## src/rtl/oled_pattern_loader.sv

```systemverilog
`default_nettype none
// ============================================================================
// Module   : oled_pattern_loader
// Purpose  : Producer side of the NEXT_PATTERN / PATTERN_VALID handshake for
//            the OLED stimulation FSM. It pulls WORD_W-bit words from a
//            host-filled FIFO (1-cycle read latency) into a shadow buffer.
//            It presents a stable MASK_W-bit dis_led mask and swaps in the
//            prefetched shadow on request.
// Ports    : clk           - system clock, rising edge
//            rst           - asynchronous active-low reset (0 = reset)
//            en            - loader enable, gates new FIFO reads
//            fifo_dout     - FIFO read data, valid the cycle after fifo_rd_en
//            fifo_empty    - FIFO empty flag
//            fifo_rd_en    - FIFO read strobe (combinational)
//            next_pattern  - 1-cycle request pulse from the stim FSM
//            dis_led_mask  - active pattern (registered)
//            pattern_valid - dis_led_mask holds a complete pattern
//            shadow_full   - shadow holds a complete prefetched pattern
//            pattern_count - number of patterns made active (wraps)
//            underrun      - sticky: request arrived with no complete shadow
//            clr_underrun  - synchronous clear of underrun
// Revision : 1.0 - initial release
// ============================================================================
module oled_pattern_loader #(
   parameter int WORD_W = 32,
   parameter int MASK_W = 1024,            // integer multiple of WORD_W
   parameter int NWORDS = MASK_W / WORD_W,
   parameter int CNT_W  = 16
) (
   input  logic              clk,
   input  logic              rst,
   input  logic              en,
   input  logic [WORD_W-1:0] fifo_dout,
   input  logic              fifo_empty,
   output logic              fifo_rd_en,
   input  logic              next_pattern,
   output logic [MASK_W-1:0] dis_led_mask,
   output logic              pattern_valid,
   output logic              shadow_full,
   output logic [CNT_W-1:0]  pattern_count,
   output logic              underrun,
   input  logic              clr_underrun
);

   // idx addresses a word slot (0..NWORDS-1); issued counts outstanding
   // reads of the current pattern and must be able to hold NWORDS itself.
   localparam int                 C_IDX_W    = (NWORDS > 1) ? $clog2(NWORDS) : 1;
   localparam int                 C_ISS_W    = $clog2(NWORDS + 1);
   localparam logic [C_IDX_W-1:0] C_LAST_IDX = C_IDX_W'(NWORDS - 1);
   localparam logic [C_ISS_W-1:0] C_NWORDS   = C_ISS_W'(NWORDS);

   typedef enum logic [1:0] {
      ST_IDLE  = 2'd0,
      ST_FETCH = 2'd1,
      ST_FULL  = 2'd2
   } state_t;

   state_t                        r_state;
   state_t                        w_state_next;

   // Word i of a pattern occupies mask bits [WORD_W*i +: WORD_W], which is
   // exactly the layout of this packed array.
   logic [NWORDS-1:0][WORD_W-1:0] r_shadow;
   logic [NWORDS-1:0][WORD_W-1:0] w_shadow_merged;
   logic [MASK_W-1:0]             r_active;
   logic [C_IDX_W-1:0]            r_idx;
   logic [C_ISS_W-1:0]            r_issued;
   logic                          r_rd_pending;
   logic                          r_pattern_valid;
   logic                          r_shadow_full;
   logic                          r_underrun;
   logic [CNT_W-1:0]              r_pattern_count;

   logic                          w_rd_en;
   logic                          w_last_word;
   logic                          w_swap;
   logic                          w_swap_possible;
   logic                          w_underrun_set;

   // The final word of the pattern is being written this cycle.
   assign w_last_word = r_rd_pending && (r_idx == C_LAST_IDX);

   // A request is served if a complete shadow exists now (FULL) or is being
   // completed this cycle. Anything else, or a request while the active
   // mask is not valid, counts as an underrun.
   assign w_swap_possible = (r_state == ST_FULL) || w_last_word;
   assign w_underrun_set  = next_pattern && (!w_swap_possible || !r_pattern_valid);

   // Shadow as it will look after this cycle's write. A swap coinciding with
   // the last word must include that word, so the swap source is taken from
   // here rather than from r_shadow.
   always_comb begin
      w_shadow_merged = r_shadow;
      if (r_rd_pending) begin
         w_shadow_merged[r_idx] = fifo_dout;
      end
   end

   // ------------------------------------------------------------------------
   // Control FSM: state register
   // ------------------------------------------------------------------------
   always_ff @(posedge clk or negedge rst) begin
      if (!rst) begin
         r_state <= ST_IDLE;
      end else begin
         r_state <= w_state_next;
      end
   end

   // ------------------------------------------------------------------------
   // Control FSM: next state, read strobe and swap decision
   // ------------------------------------------------------------------------
   always_comb begin
      w_state_next = r_state;
      w_rd_en      = 1'b0;
      w_swap       = 1'b0;
      case (r_state)
         ST_IDLE: begin
            if (en) begin
               w_state_next = ST_FETCH;
            end
         end
         ST_FETCH: begin
            w_rd_en = en && !fifo_empty && (r_issued < C_NWORDS);
            if (w_last_word) begin
               if (next_pattern) begin
                  // Completed shadow goes straight to the active register;
                  // keep fetching the following pattern.
                  w_swap = 1'b1;
               end else begin
                  w_state_next = ST_FULL;
               end
            end
         end
         ST_FULL: begin
            // Auto-swap when nothing valid is shown (initial fill or recovery
            // after an underrun); otherwise wait for the stim FSM to ask.
            if (!r_pattern_valid || next_pattern) begin
               w_swap       = 1'b1;
               w_state_next = ST_FETCH;
            end
         end
         default: begin
            w_state_next = ST_IDLE;
         end
      endcase
   end

   // ------------------------------------------------------------------------
   // Fetch datapath: read tracking and shadow assembly
   // ------------------------------------------------------------------------
   always_ff @(posedge clk or negedge rst) begin
      if (!rst) begin
         r_rd_pending  <= 1'b0;
         r_issued      <= '0;
         r_idx         <= '0;
         r_shadow      <= '0;
         r_shadow_full <= 1'b0;
      end else begin
         r_rd_pending <= w_rd_en;

         if (w_rd_en) begin
            r_issued <= r_issued + 1'b1;
         end

         // Capture is driven only by rd_pending, so a word already in flight
         // is kept even if en drops or the FIFO goes empty meanwhile.
         if (r_rd_pending) begin
            r_shadow[r_idx] <= fifo_dout;
            if (w_last_word) begin
               r_idx    <= '0;
               r_issued <= '0;
            end else begin
               r_idx <= r_idx + 1'b1;
            end
         end

         if (w_swap) begin
            r_shadow_full <= 1'b0;
         end else if (w_last_word) begin
            r_shadow_full <= 1'b1;
         end
      end
   end

   // ------------------------------------------------------------------------
   // Presentation side: active mask, valid flag, counter, underrun
   // ------------------------------------------------------------------------
   always_ff @(posedge clk or negedge rst) begin
      if (!rst) begin
         r_active        <= '0;
         r_pattern_valid <= 1'b0;
         r_pattern_count <= '0;
         r_underrun      <= 1'b0;
      end else begin
         if (w_swap) begin
            r_active        <= w_shadow_merged;
            r_pattern_valid <= 1'b1;
            r_pattern_count <= r_pattern_count + 1'b1;
         end else if (w_underrun_set) begin
            // The old mask stays on the outputs but is flagged stale.
            r_pattern_valid <= 1'b0;
         end

         // A new underrun event wins over a simultaneous clear.
         if (w_underrun_set) begin
            r_underrun <= 1'b1;
         end else if (clr_underrun) begin
            r_underrun <= 1'b0;
         end
      end
   end

   assign fifo_rd_en    = w_rd_en;
   assign dis_led_mask  = r_active;
   assign pattern_valid = r_pattern_valid;
   assign shadow_full   = r_shadow_full;
   assign pattern_count = r_pattern_count;
   assign underrun      = r_underrun;

endmodule
`default_nettype wire

```

## config.mk

```make
export PLATFORM = sky130hd
export DESIGN_NAME = oled_pattern_loader
export DESIGN_NICKNAME = d
export VERILOG_FILES = /design/src/rtl/oled_pattern_loader.sv
export SDC_FILE = /design/constraint.sdc
export NUM_CORES = 2
export LEC_CHECK = 0
export CAP_MARGIN = 10
export CORE_UTILIZATION = 41
export CTS_CLUSTER_DIAMETER = 60
export CTS_CLUSTER_SIZE = 8
export DETAILED_ROUTE_END_ITERATION = 7
export SETUP_SLACK_MARGIN = 0.05
export SLEW_MARGIN = 0
export SYNTH_ARGS = -nofsm -noshare
export SYNTH_HDL_FRONTEND = slang
export SYNTH_SLANG_ARGS = --single-unit
```

## constraint.sdc

```tcl
create_clock -name clk -period 4.7 [get_ports clk]
set_input_delay 0.94 -clock clk [delete_from_list [all_inputs] [get_ports clk]]
set_output_delay 0.94 -clock clk [all_outputs]
set_load 0.1 [all_outputs]
```

Word-level counts from Yosys, hierarchy flattened
Cells that the tools add are included.

Register bits: 2081. Input port bits: 38. Output and inout bits: 1044.

Add/sub/neg operators: 3. Magnitude comparators: 3. Equality and inequality tests: 7. Multiplexer cells: 24. Reduce and logical (&&, ||, !) cells: 16.

Operators with widths (count): $bwmux 1024 (1); $mux 1024 (1); $demux 32 s5 (1); $mux 32 (1); $mux 6 (3); $add 16x1->16 const B (1); $mux 1 (10); $mux 2 (4); $add 6x1->6 const B (1); $lt 5x6->1 const B (1); $lt 6x6->1 const B (1); $ne 2x2->1 const B (3); $pmux 2 s3 (1); $reduce_bool 2->1 (3); $add 5x1->5 const B (1); $eq 5x5->1 const B (1); $ge 5x1->1 const B (1); $logic_and 1x1->1 (5); $mux 5 (1); $reduce_and 4->1 (1); $logic_not 1->1 (3); $logic_or 1x1->1 (3); $eq 2x1->1 const B (1); $eq 2x2->1 const B (1); other kinds (3) (3).

Depth between registers and ports, before layout
Depth after elaboration: 8. Gate-level depth with buffers: 9.

Worst setup path before layout
Ideal clock, no wire load.

Path type: input -> output. Start point: input fifo_empty. End point: output fifo_rd_en. Arrival: 2.196 ns. Data required time: 3.760 ns. Path slack: 1.564 ns. Stages: 2. Buffers on the path: 1. Cell sequence: nor4bb_1 -> clkbuf_1.

Longest elaborated chain between the ends: 4.

RTL lines: start: declaration (line 34) `input logic fifo_empty,`; $logic_not 1->1 (line 124) `w_rd_en = en && !fifo_empty && (r_issued < C_NWORDS);`; $logic_and 1x1->1 (2 in a row) (line 124); $mux 1 (line 117) `case (r_state)`; end: declaration (line 35) `output logic fifo_rd_en,`.

No other way between the ends.

Final worst setup path
Start point: register r_active[266], in the netlist dis_led_mask[266]. End point: output dis_led_mask[266].

RTL lines: start: declaration (line 65) `logic [MASK_W-1:0] r_active;`; start signal: assignment (line 197) `r_active <= w_shadow_merged;`; end: declaration (line 37) `output logic [MASK_W-1:0] dis_led_mask,`.

No word-level cell between the ends.

==> flow_summary.json <==
{
  "fp.dieW_um": 449.6,
  "die-area_um2": 202100,
  "final_common_cell": "dfrtp_1",
  "grt.total_usage": 0.2487,
  "final_cell_mix": "dfrtp_1, clkdlybuf4s50_1, mux2_4",
  "path_cells": "clkdlybuf4s50_1",
  "syn-cell-area_um2": 82120,
  "async_reset_ff_frac": 1.000,
  "hold-worst-slack_ps": 55.91,
  "grt-ovfl-total": 0,
  "pin_count": 1082,
  "synth_fa_ha_area_frac": 0.001676,
  "finalSetupViolations": 0,
  "grt_max_degree": 148,
  "end_kind": "primary output",
  "reg2reg_slack_ps": 1340,
  "first_iter_violations": 2596,
  "cts_buffers": 314,
  "layout.nets": 5898,
  "cts_max_path_buffers": 4,
  "drt-total-wl_um": 252900,
  "drv_cap": 0,
  "drc": 0,
  "port_buffers": 1081,
  "synth_mux_area_frac": 0.3268,
  "place_inst": 8173,
  "multi_input_area_um2": 28020,
  "final_cell_area_um2": 103900,
  "drt-wirelength-per-cell_um": 29.68,
  "ctsHoldBuffers": 0,
  "routed_via_density": 5.129,
  "grt_pass1_wl_um": 361300,
  "synth_top_family_by_area": "multiplexers",
  "path_clk_slew_ps": 50,
  "cts_sinks": 2081,
  "relSlewSlack": 0.1739,
  "path_buf_inv": 1,
  "drive_above_1_share": 0.4377,
  "syn_nets": 4662,
  "slowest_stage": "clkdlybuf4s50_1",
  "cts_resized": 0,
  "p_total_mw": 43.74,
  "synth-edff-count": 0,
  "yosysSeqAreaShare": 0.6341,
  "leakagePower_nw": 49.12,
  "ys_ff_latch": 2081,
  "syn2layout_area_growth_pct": 26.54,
  "r2r-end": "dis_led_mask[99]",
  "cp_data_required_time_ps": 3760,
  "syn_avg_cell_area_um2": 17.80,
  "crit_start": "dis_led_mask[266]",
  "slew_violations": 0,
  "netlist_top_cells_area": "dfrtp_1, mux2_4, mux2_2",
  "cp_max_fo": 2,
  "start_util": 0.4143,
  "finalCritPeriodShare": 0.7536,
  "clock_latency_ps": 930,
  "synth_xor_area_frac": 0.002026,
  "p_per_area_nw_per_um2": 420.9,
  "max_clock_freq_mhz": 282.3,
  "drt-pass1-iter-count": 5,
  "peakVddDrop_v": 0.0003029,
  "synth.distinct_cells": 39,
  "htreeDepth": 5,
  "reg2reg_from": "r_rd_pending",
  "setup_tns_ps": 0,
  "synth-compound-area-share": 0.001508,
  "layout.cells.non_filler": 8521,
  "synthSimpleGateAreaFrac": 0.006612,
  "reg2reg_depth": 5,
  "cp_num_cells": 1,
  "rows": 163,
  "fillers": 16220,
  "outcome": "finished, final reports clean",
  "vias": 43700,
  "crit_type": "flip-flop to primary output",
  "endpoint": "dis_led_mask[266]",
  "gp_congestion": 0.8111,
  "hpwl_um": 162200,
  "cp_top_family": "buffers and inverters",
  "worst_pin_slew_ps": 1235,
  "worstSetupStartpointType": "flip-flop",
  "grt_pass1_vias": 47120,
  "core_area_um2": 198200,
  "grt_antenna_before_repair": 28,
  "cts_tree": "yes",
  "seqCellArea_um2": 52070,
  "root_buffer": "clkbuf_16",
  "min_period_ps": 3542,
  "cp_slowest_stage_delay_ps": 1200,
  "hold_path_class": "input pin to async pin",
  "ant_nets": 0,
  "rsz0062_at_grt": "no",
  "skew_ps": 63.54,
  "synth_top_area_cell": "dfrtp_1",
  "post_cts_buffers": 0,
  "synth_top_area_share": 0.6341,
  "yosys_warnings": 0,
  "crit_arrival_ps": 2600,
  "ys.flop_type": "dfrtp_1",
  "hold_viol_final": 0,
  "netlist_instances": 4613,
  "postPlaceCellArea_um2": 95660,
  "die_height_um": 449.6
}
## logic make-up (layout without fill, tap and decap cells)
logic type	Yosys count	after routing
multiplexers	2050	2050
other	0	9
AO/OA/AOI/OAI	17	17
XOR/XNOR	19	19
buffers and inverters	332	1591
adder cells (fa/ha/maj)	11	11
AND/OR/NAND/NOR	103	103
flip-flops	2081	2081
## per-layer routing
metal  vias to the layer above  part of all wire  GRT usage
met2                      1303              0.48     0.4075
met4                         0             0.047     0.1083
li1                      18440                 -          -
met1                     23530              0.40     0.3088
met3                       426             0.065    0.06614
met5                         -                 0          0
## through the flow
step	worst slack [ps]	utilization
2_1_floorplan	1564	-
3_3_place_gp	1244	0.4825
3_5_place_dp	1236	0.4825
4_1_cts	1098	0.5241
5_1_grt	1092	0.5242
6_report	1158	0.5242
## synth_stat cells, types with 2 or more instances
cell type	instances
and2_1	3
and3_1	3
buf_2	100
buf_6	116
clkbuf_1	106
dfrtp_1	2081
ha_1	11
inv_1	10
mux2_1	72
mux2_2	976
mux2_4	1000
mux2i_1	2
nand2_1	19
nand2b_1	10
nand3_1	7
nand3b_4	3
nand4_1	5
nor2_1	37
nor3_1	4
nor4_1	6
o21ai_0	7
xnor2_1	6
xor2_1	13
## how the worst min path moves through the flow
stage	to	slack, ps	cells after the start
after floorplan	r_shadow[2]	460	1
after global placement	pattern_count[15]	460	1
after detailed placement	pattern_count[15]	470	1
after CTS	dis_led_mask[305]	50	1
after global routing	dis_led_mask[220]	70	1
final	r_shadow[310]	60	1
## registers in the layout (all words and copies together), names as in the netlist
register / cells
r_state: 2
r_rd_pending: 1
underrun: 1
r_idx: 5
pattern_valid: 1
dis_led_mask: 1024
r_issued: 6
shadow_full: 1
pattern_count: 16
r_shadow: 1024
## power by group
| part | switching, mW | internal (mW) | total [mW] |
|---|---|---|---|
| clock | 7.46 | 12.1 | 19.5 |
| sequential | 0.498 | 19.9 | 20.4 |
| combinational | 2.10 | 1.71 | 3.81 |
## layout make-up
type / instances / share of cell area
Sequential cell: 2081 / 0.5011
Tap cell: 2640 / 0.03179
Clock buffer: 326 / 0.07787
Antenna cell: 9 / 0.0002167
Timing Repair Buffer: 1242 / 0.1176
Clock inverter: 13 / 0.001445
Inverter: 10 / 0.0003612
Multi-Input combinational cell: 2200 / 0.2696
## worst reg2reg max path, cell delays in order (launching register included)
cell	delay (ps)
dfrtp_1	770
nand3b_1	480
nand2b_2	900
buf_4	500
mux2_1	350
mux2_4	260
No activity file was read; power rests on OpenSTA's default activity.
